==> src/rtl/axis_red_pitaya_adc_dec_if.sv <==
`timescale 1ns/1ps
`default_nettype none
// ============================================================================
// Module   : axis_red_pitaya_adc_dec_if
// Brief    : AXI4-Stream master/slave bundle for the decimated ADC output.
// Revision : 1.0
// ============================================================================
interface axis_red_pitaya_adc_dec_if #(
    parameter int DATA_WIDTH = 32
);
    logic                  tvalid;
    logic                  tready;
    logic [DATA_WIDTH-1:0] tdata;

    modport master (output tvalid, output tdata, input tready);
    modport slave  (input tvalid, input tdata, output tready);
endinterface
`default_nettype wire

==> src/rtl/axis_red_pitaya_adc_dec.sv <==
`timescale 1ns/1ps
`default_nettype none
// ============================================================================
// Module   : axis_red_pitaya_adc_dec
// Brief    : Two-lane Red Pitaya ADC capture with boxcar decimation and AXIS out.
// Revision : 1.0
// ============================================================================
module axis_red_pitaya_adc_dec #(
    parameter int ADC_DATA_WIDTH = 14,
    parameter int CNTR_WIDTH     = 16
) (
    input  wire logic                  aclk,
    input  wire logic                  aresetn,
    output logic                       adc_csn,
    input  wire logic [15:0]           adc_dat_a,
    input  wire logic [15:0]           adc_dat_b,
    input  wire logic                  cfg_enable,
    input  wire logic [CNTR_WIDTH-1:0] cfg_ratio,
    input  wire logic [4:0]            cfg_shift,
    input  wire logic                  cfg_clear,
    output logic [1:0]                 sts_ovr,
    output logic [31:0]                sts_drop,
    axis_red_pitaya_adc_dec_if.master  m_axis
);
    localparam int c_acc_width = ADC_DATA_WIDTH + CNTR_WIDTH;
    localparam int c_ext_width = c_acc_width + 16;

    logic [1:0][15:0]      w_pin;
    logic [1:0][15:0]      w_res;
    logic                  r_cap_vld;
    logic [CNTR_WIDTH-1:0] r_cnt;
    logic [CNTR_WIDTH-1:0] r_ratio;
    logic [4:0]            r_shift;
    logic                  r_done;
    logic                  r_tvalid;
    logic [31:0]           r_tdata;
    logic [31:0]           r_drop;
    logic                  w_first;
    logic                  w_last;
    logic                  w_step;
    logic [CNTR_WIDTH-1:0] w_ratio_in;

    assign adc_csn  = 1'b1;
    assign w_pin[0] = adc_dat_a;
    assign w_pin[1] = adc_dat_b;

    // r_cap_vld keeps the post-reset capture register out of the first window.
    assign w_step     = r_cap_vld & cfg_enable;
    assign w_first    = (r_cnt == '0);
    assign w_ratio_in = (cfg_ratio == '0) ? CNTR_WIDTH'(1) : cfg_ratio;
    assign w_last     = w_first ? (w_ratio_in == CNTR_WIDTH'(1))
                                : (r_cnt == r_ratio - CNTR_WIDTH'(1));

    always_ff @(posedge aclk or negedge aresetn) begin
        if (!aresetn) begin
            r_cap_vld <= 1'b0;
            r_cnt     <= '0;
            r_ratio   <= '0;
            r_shift   <= '0;
            r_done    <= 1'b0;
        end else begin
            r_cap_vld <= 1'b1;
            r_done    <= w_step & w_last;
            if (!cfg_enable) begin
                r_cnt <= '0;
            end else if (w_step) begin
                if (w_first) begin
                    r_ratio <= w_ratio_in;
                    r_shift <= cfg_shift;
                end
                r_cnt <= w_last ? '0 : r_cnt + CNTR_WIDTH'(1);
            end
        end
    end

    for (genvar g = 0; g < 2; g++) begin : g_lane
        localparam logic signed [ADC_DATA_WIDTH-1:0] c_s_max = {1'b0, {(ADC_DATA_WIDTH-1){1'b1}}};
        localparam logic signed [ADC_DATA_WIDTH-1:0] c_s_min = {1'b1, {(ADC_DATA_WIDTH-1){1'b0}}};
        localparam logic signed [c_ext_width-1:0]    c_pos   = c_ext_width'(32767);
        localparam logic signed [c_ext_width-1:0]    c_neg   = c_ext_width'(-32768);

        logic [ADC_DATA_WIDTH-1:0]        r_raw;
        logic signed [ADC_DATA_WIDTH-1:0] w_s;
        logic signed [c_acc_width-1:0]    w_s_ext;
        logic signed [c_acc_width-1:0]    r_acc;
        logic signed [c_ext_width-1:0]    w_shifted;
        logic                             r_ovr;

        // Pins carry inverted offset-binary: keep the MSB, flip the rest.
        assign w_s       = {r_raw[ADC_DATA_WIDTH-1], ~r_raw[ADC_DATA_WIDTH-2:0]};
        assign w_s_ext   = c_acc_width'(w_s);
        assign w_shifted = c_ext_width'(r_acc) >>> r_shift;
        assign w_res[g]  = (w_shifted > c_pos) ? 16'h7FFF :
                           (w_shifted < c_neg) ? 16'h8000 : w_shifted[15:0];
        assign sts_ovr[g] = r_ovr;

        always_ff @(posedge aclk or negedge aresetn) begin
            if (!aresetn) begin
                r_raw <= '0;
                r_acc <= '0;
                r_ovr <= 1'b0;
            end else begin
                r_raw <= w_pin[g][15 -: ADC_DATA_WIDTH];
                if (!cfg_enable) begin
                    r_acc <= '0;
                end else if (w_step) begin
                    r_acc <= w_first ? w_s_ext : r_acc + w_s_ext;
                end
                if (r_cap_vld && ((w_s == c_s_max) || (w_s == c_s_min))) begin
                    r_ovr <= 1'b1;
                end else if (cfg_clear) begin
                    r_ovr <= 1'b0;
                end
            end
        end
    end

    if (ADC_DATA_WIDTH < 16) begin : g_pad
        logic w_unused_pad;
        assign w_unused_pad = &{1'b0, adc_dat_a[15-ADC_DATA_WIDTH:0], adc_dat_b[15-ADC_DATA_WIDTH:0]};
    end

    always_ff @(posedge aclk or negedge aresetn) begin
        if (!aresetn) begin
            r_tvalid <= 1'b0;
            r_tdata  <= '0;
            r_drop   <= '0;
        end else if (r_done) begin
            if (!r_tvalid || m_axis.tready) begin
                r_tdata  <= {w_res[1], w_res[0]};
                r_tvalid <= 1'b1;
            end else if (r_drop != '1) begin
                r_drop <= r_drop + 32'd1;
            end
        end else if (m_axis.tready) begin
            r_tvalid <= 1'b0;
        end
    end

    assign m_axis.tvalid = r_tvalid;
    assign m_axis.tdata  = r_tdata;
    assign sts_drop      = r_drop;
endmodule
`default_nettype wire
==> src/flat_wrapper.sv <==
// flat-port wrapper written by rule: the top's interface ports become plain ports
module axis_red_pitaya_adc_dec_flat 
#(
    parameter int ADC_DATA_WIDTH = 14,
    parameter int CNTR_WIDTH     = 16
)
  (aclk, aresetn, adc_csn, adc_dat_a, adc_dat_b, cfg_enable, cfg_ratio, cfg_shift, cfg_clear, sts_ovr, sts_drop, m_axis_tvalid, m_axis_tdata, m_axis_tready);
  axis_red_pitaya_adc_dec_if m_axis_i ();
  input  wire logic aclk;
  input  wire logic aresetn;
  output logic adc_csn;
  input  wire logic [15:0] adc_dat_a;
  input  wire logic [15:0] adc_dat_b;
  input  wire logic cfg_enable;
  input  wire logic [CNTR_WIDTH-1:0] cfg_ratio;
  input  wire logic [4:0] cfg_shift;
  input  wire logic cfg_clear;
  output logic [1:0] sts_ovr;
  output logic [31:0] sts_drop;
  output wire logic [$bits(m_axis_i.tvalid)-1:0] m_axis_tvalid;
  output wire logic [$bits(m_axis_i.tdata)-1:0] m_axis_tdata;
  input wire logic [$bits(m_axis_i.tready)-1:0] m_axis_tready;
  assign m_axis_tvalid = m_axis_i.tvalid;
  assign m_axis_tdata = m_axis_i.tdata;
  assign m_axis_i.tready = m_axis_tready;
  axis_red_pitaya_adc_dec #(.ADC_DATA_WIDTH(ADC_DATA_WIDTH), .CNTR_WIDTH(CNTR_WIDTH)) u_core (.aclk(aclk), .aresetn(aresetn), .adc_csn(adc_csn), .adc_dat_a(adc_dat_a), .adc_dat_b(adc_dat_b), .cfg_enable(cfg_enable), .cfg_ratio(cfg_ratio), .cfg_shift(cfg_shift), .cfg_clear(cfg_clear), .sts_ovr(sts_ovr), .sts_drop(sts_drop), .m_axis(m_axis_i));
endmodule
==> config.mk <==
export PLATFORM = sky130hd
export DESIGN_NAME = axis_red_pitaya_adc_dec_flat
export DESIGN_NICKNAME = d
export VERILOG_FILES = /design/src/rtl/axis_red_pitaya_adc_dec_if.sv /design/src/rtl/axis_red_pitaya_adc_dec.sv /design/src/flat_wrapper.sv
export SDC_FILE = /design/constraint.sdc
export NUM_CORES = 1
export LEC_CHECK = 0
export CORE_ASPECT_RATIO = 0.9
export CORE_MARGIN = 1
export CORE_UTILIZATION = 45
export DETAILED_ROUTE_END_ITERATION = 10
export GPL_TIMING_DRIVEN = 0
export PLACE_DENSITY_LB_ADDON = 0.12
export SLEW_MARGIN = 25
export SYNTH_ARGS = -nofsm -noshare
export SYNTH_HDL_FRONTEND = slang
export SYNTH_SLANG_ARGS = --single-unit
==> constraint.sdc <==
create_clock -name aclk -period 2.9 [get_ports aclk]
set_input_delay 0.58 -clock aclk [delete_from_list [all_inputs] [get_ports aclk]]
set_output_delay 0.58 -clock aclk [all_outputs]
set_load 0.02 [all_outputs]
==> results of run 1 <==
## flip-flops by register name, summed over array words and instances, names as in the netlist, 2 cells and up
register             count
u_core.g_lane.r_ovr      2
u_core.m_axis.tdata     32
u_core.sts_drop         32
u_core.g_lane.r_raw     28
u_core.r_shift           5
u_core.r_cnt            16
u_core.g_lane.r_acc     60
u_core.r_ratio          16
## per-stage QoR
stage / instance area [sq um] / util [%] / hold slack (ns) / setup WS (ns) / total power [mW]
CTS: 18400 / 57.2 / 0.488 / -0.172 / 10.2
global route: 19200 / 59.6 / 0.506 / -0.326 / 11.2
floorplan: 14900 / - / 0.284 / -0.00731 / 5.98
detailed placement: 16700 / 51.8 / 0.424 / -0.737 / 7.19
global placement: 16600 / 51.6 / 0.454 / -7.82 / 7.15
finish: 19200 / 59.6 / 0.478 / -0.244 / 10.6
## kinds of logic after synthesis
family / after synthesis / synth area share (%)
other: 1 / 0.0252
buffers and inverters: 175 / 4.92
adder cells (fa/ha/maj): 64 / 5.49
flip-flops: 194 / 32.7
multiplexers: 111 / 10.8
XOR/XNOR: 85 / 5.01
AO/OA/AOI/OAI: 509 / 22.1
AND/OR/NAND/NOR: 585 / 18.9
## cell usage after synthesis (13+ instances only)
library cell,n,share of area (%)
nor4_1,29,1.2
nand2_1,207,5.2
a31oi_1,17,0.72
mux4_2,21,3.2
nand3_1,45,1.5
ha_1,62,5.2
xor2_1,27,1.6
o211ai_1,21,1.1
a21oi_1,130,4.4
o21ai_0,158,5.3
a211oi_1,21,1.1
mux2_2,19,1.4
mux2i_1,58,3.9
inv_1,68,1.7
xnor2_1,58,3.4
nor2_1,138,3.5
nor3b_1,15,0.76
o21a_1,16,0.81
mux4_1,13,2.3
dfrtp_1,194,33
nor2b_1,20,0.84
nand4_1,23,0.97
a21o_1,32,1.6
clkbuf_1,77,1.9
and3_1,29,1.2
nor3_1,20,0.67
## repair_timing
item | 4_1_cts | 5_1_grt
cloned | 3 | 1
buffers inserted | 53 | 34
setup endpoints to repair | 94 | 101
hold buffers | 1 | 0
gates resized for setup | 194 | 129
hold endpoints to repair | 17 | 0
pin swaps | 59 | 59
## metal layers
layer,global-route usage (%),part of all wire (%)
met5,0,0
met4,8.10,1.9
met3,6.09,7.2
met2,42.1,43
met1,42.6,48
## area by class of cell
type | instances | area share, %
plain buffers | 93 | 2.78
clock buffers | 20 | 2.33
clock inverters | 12 | 0.665
inverters | 71 | 1.43
multi-input cells | 1357 | 54.0
flip-flops and latches | 194 | 25.5
well taps | 416 | 2.71
repair buffers | 211 | 10.6
## worst reg2reg max path: stages (launching register included)
cell and delay (ns):
dfrtp_1 0.38, buf_6 0.13, buf_12 0.15, buf_8 0.16, buf_8 0.15, clkbuf_8 0.18, o311ai_0 0.41, o21ai_0 0.31
nor4_2 0.38, a41oi_4 0.24, or3_4 0.38, o2111ai_2 0.09, nand2_1 0.07
## report_power, final
part	internal (mW)	switching [mW]	leakage, nW	total, mW
combinational	2.18	2.81	5.39	4.99
clock	1.23	1.15	0.268	2.37
sequential	2.90	0.350	2.52	3.25
total	6.31	4.31	8.17	10.6
## worst max path at each step
stage,start,end,slack (ns),depth (start not counted)
global route,u_core.r_shift[0],u_core.m_axis.tdata[1],-0.33,12
global placement,aresetn,u_core.g_lane[1].r_raw[13],-7.82,1
floorplan,u_core.g_lane[1].r_raw[1],u_core.g_lane[1].r_acc[29],-0.007,11
CTS,u_core.r_shift[0],u_core.m_axis.tdata[7],-0.17,9
detailed placement,u_core.r_shift[1],u_core.m_axis.tdata[22],-0.74,15
finish,u_core.r_shift[1],u_core.m_axis.tdata[7],-0.24,12
==> out/metrics.yaml, run 1 <==
status: "complete, but fails checks"
violations: "setup timing"
postRouteWirelength_mm: 48.9
fin_cells: 2374
power_density_nw_per_um2: 554
drt_pass1_iterations: 6
slowest_delay_ns: 0.41
vias: 14400
rsz0062_at_grt: "true"
grt-ovfl-total: 0
port_buffers: 119
crit_top_cell: "buf_8"
grt_pass1_vias: 13500
leakagePower_nw: 8.17
num_io_pins: 126
layout.cells.most_common_list: "202 x nand2_1, 174 x dfrtp_1, 135 x o21ai_0"
core_area_sq_um: 32200
dpl.cell_count: 2262
clock-sinks: 194
path_cells: "buf_6, buf_12, buf_8, buf_8, clkbuf_8, o311ai_0, o21ai_0, nor4_2, a41oi_4, or3_4, o2111ai_2, nand2_1"
cts.clk_slew.worst_paths_ns: 0.07
reg2reg_depth: 12
crit_buf_inv: 5
tns_ns: -4.64
nets: 2067
synthFlopType: "dfrtp_1"
cap_violations: 0
finalSetupViolCount: 31
worstMarginPinSlew_ns: 0.917
multi_input_area_sq_um: 10400
crit_family: "compound AO/OA/AOI/OAI gates"
drc: 0
wl_per_cell_microns: 20.6
fin_ws_ns: -0.244
final-seq-area_sq_um: 4880
area_growth_pct: 29.0
drive_above_1_share_pct: 21.0
vdd_drop_max_uv: 487
ff2ff_setup_slack_ns: -0.24
ys_async_sr_fraction_pct: 100
die_x_microns: 194
fillers: 2862
cp.arrival_ns: 3.48
drt_iter0_drc: 1319
gp_congestion: 0.976
slew_headroom_pct: 38.9
hpwl_mm: 34.8
crit_path_end_kind: "flop"
clk_latency_ns: 0.46
finalClockSkew_ns: 0.0140
die_h_microns: 174
finalCritPeriodShare_pct: 108
whs_endpoint: "u_core.m_axis.tdata[15]"
cp-start-kind: "flop"
synth_seq_cells: 194
hp-start: "u_core.m_axis.tdata[15]"
rows: 62
synth_cells: 1724
ys_seq_area_share_pct: 32.7
antenna_found_initial: 0
diodes: 0
r2r_end: "u_core.m_axis.tdata[7]"
grt_max_degree: 90
root_buffer: "clkbuf_16"
die_area_sq_um: 33800
synth_area_sq_um: 14900
cts_tree: "built"
synth_cell_types: 81
antenna_left: 0
min_period_ns: 3.14
start_util_pct: 46.2
post_synth.cell_area_avg_sq_um: 8.62
worstHoldPathCells: 2
cts_max_level: 4
path_class: "reg2reg"
cts_buffers: 17
crit_required_ns: 3.24
crit-reg2reg-launch: "u_core.r_shift[1]"
viasPerCell: 6.06
synth-edff-count: 0
worst_path_max_delay_cell: "o311ai_0"
cts_buffer_depth: 2
yosysWarnings: 0
timing_max_transition_violations_final: 0
grt_pass1_wl_mm: 76.4
timing.final.hold_violations: 0
cp_max_fo: 10
final_common_cell: "nand2_1"
grt_usage_pct: 28.8
min_path_type: "reg2reg"
max_freq_ghz: 0.318
No activity file was read; power rests on OpenSTA's default activity.
==> run 2: changes to the inputs <==
CAP_MARGIN = 20   (was unset)
==> results of run 2 <==
The final DEF is identical to that of run 1; final timing and power are the same.
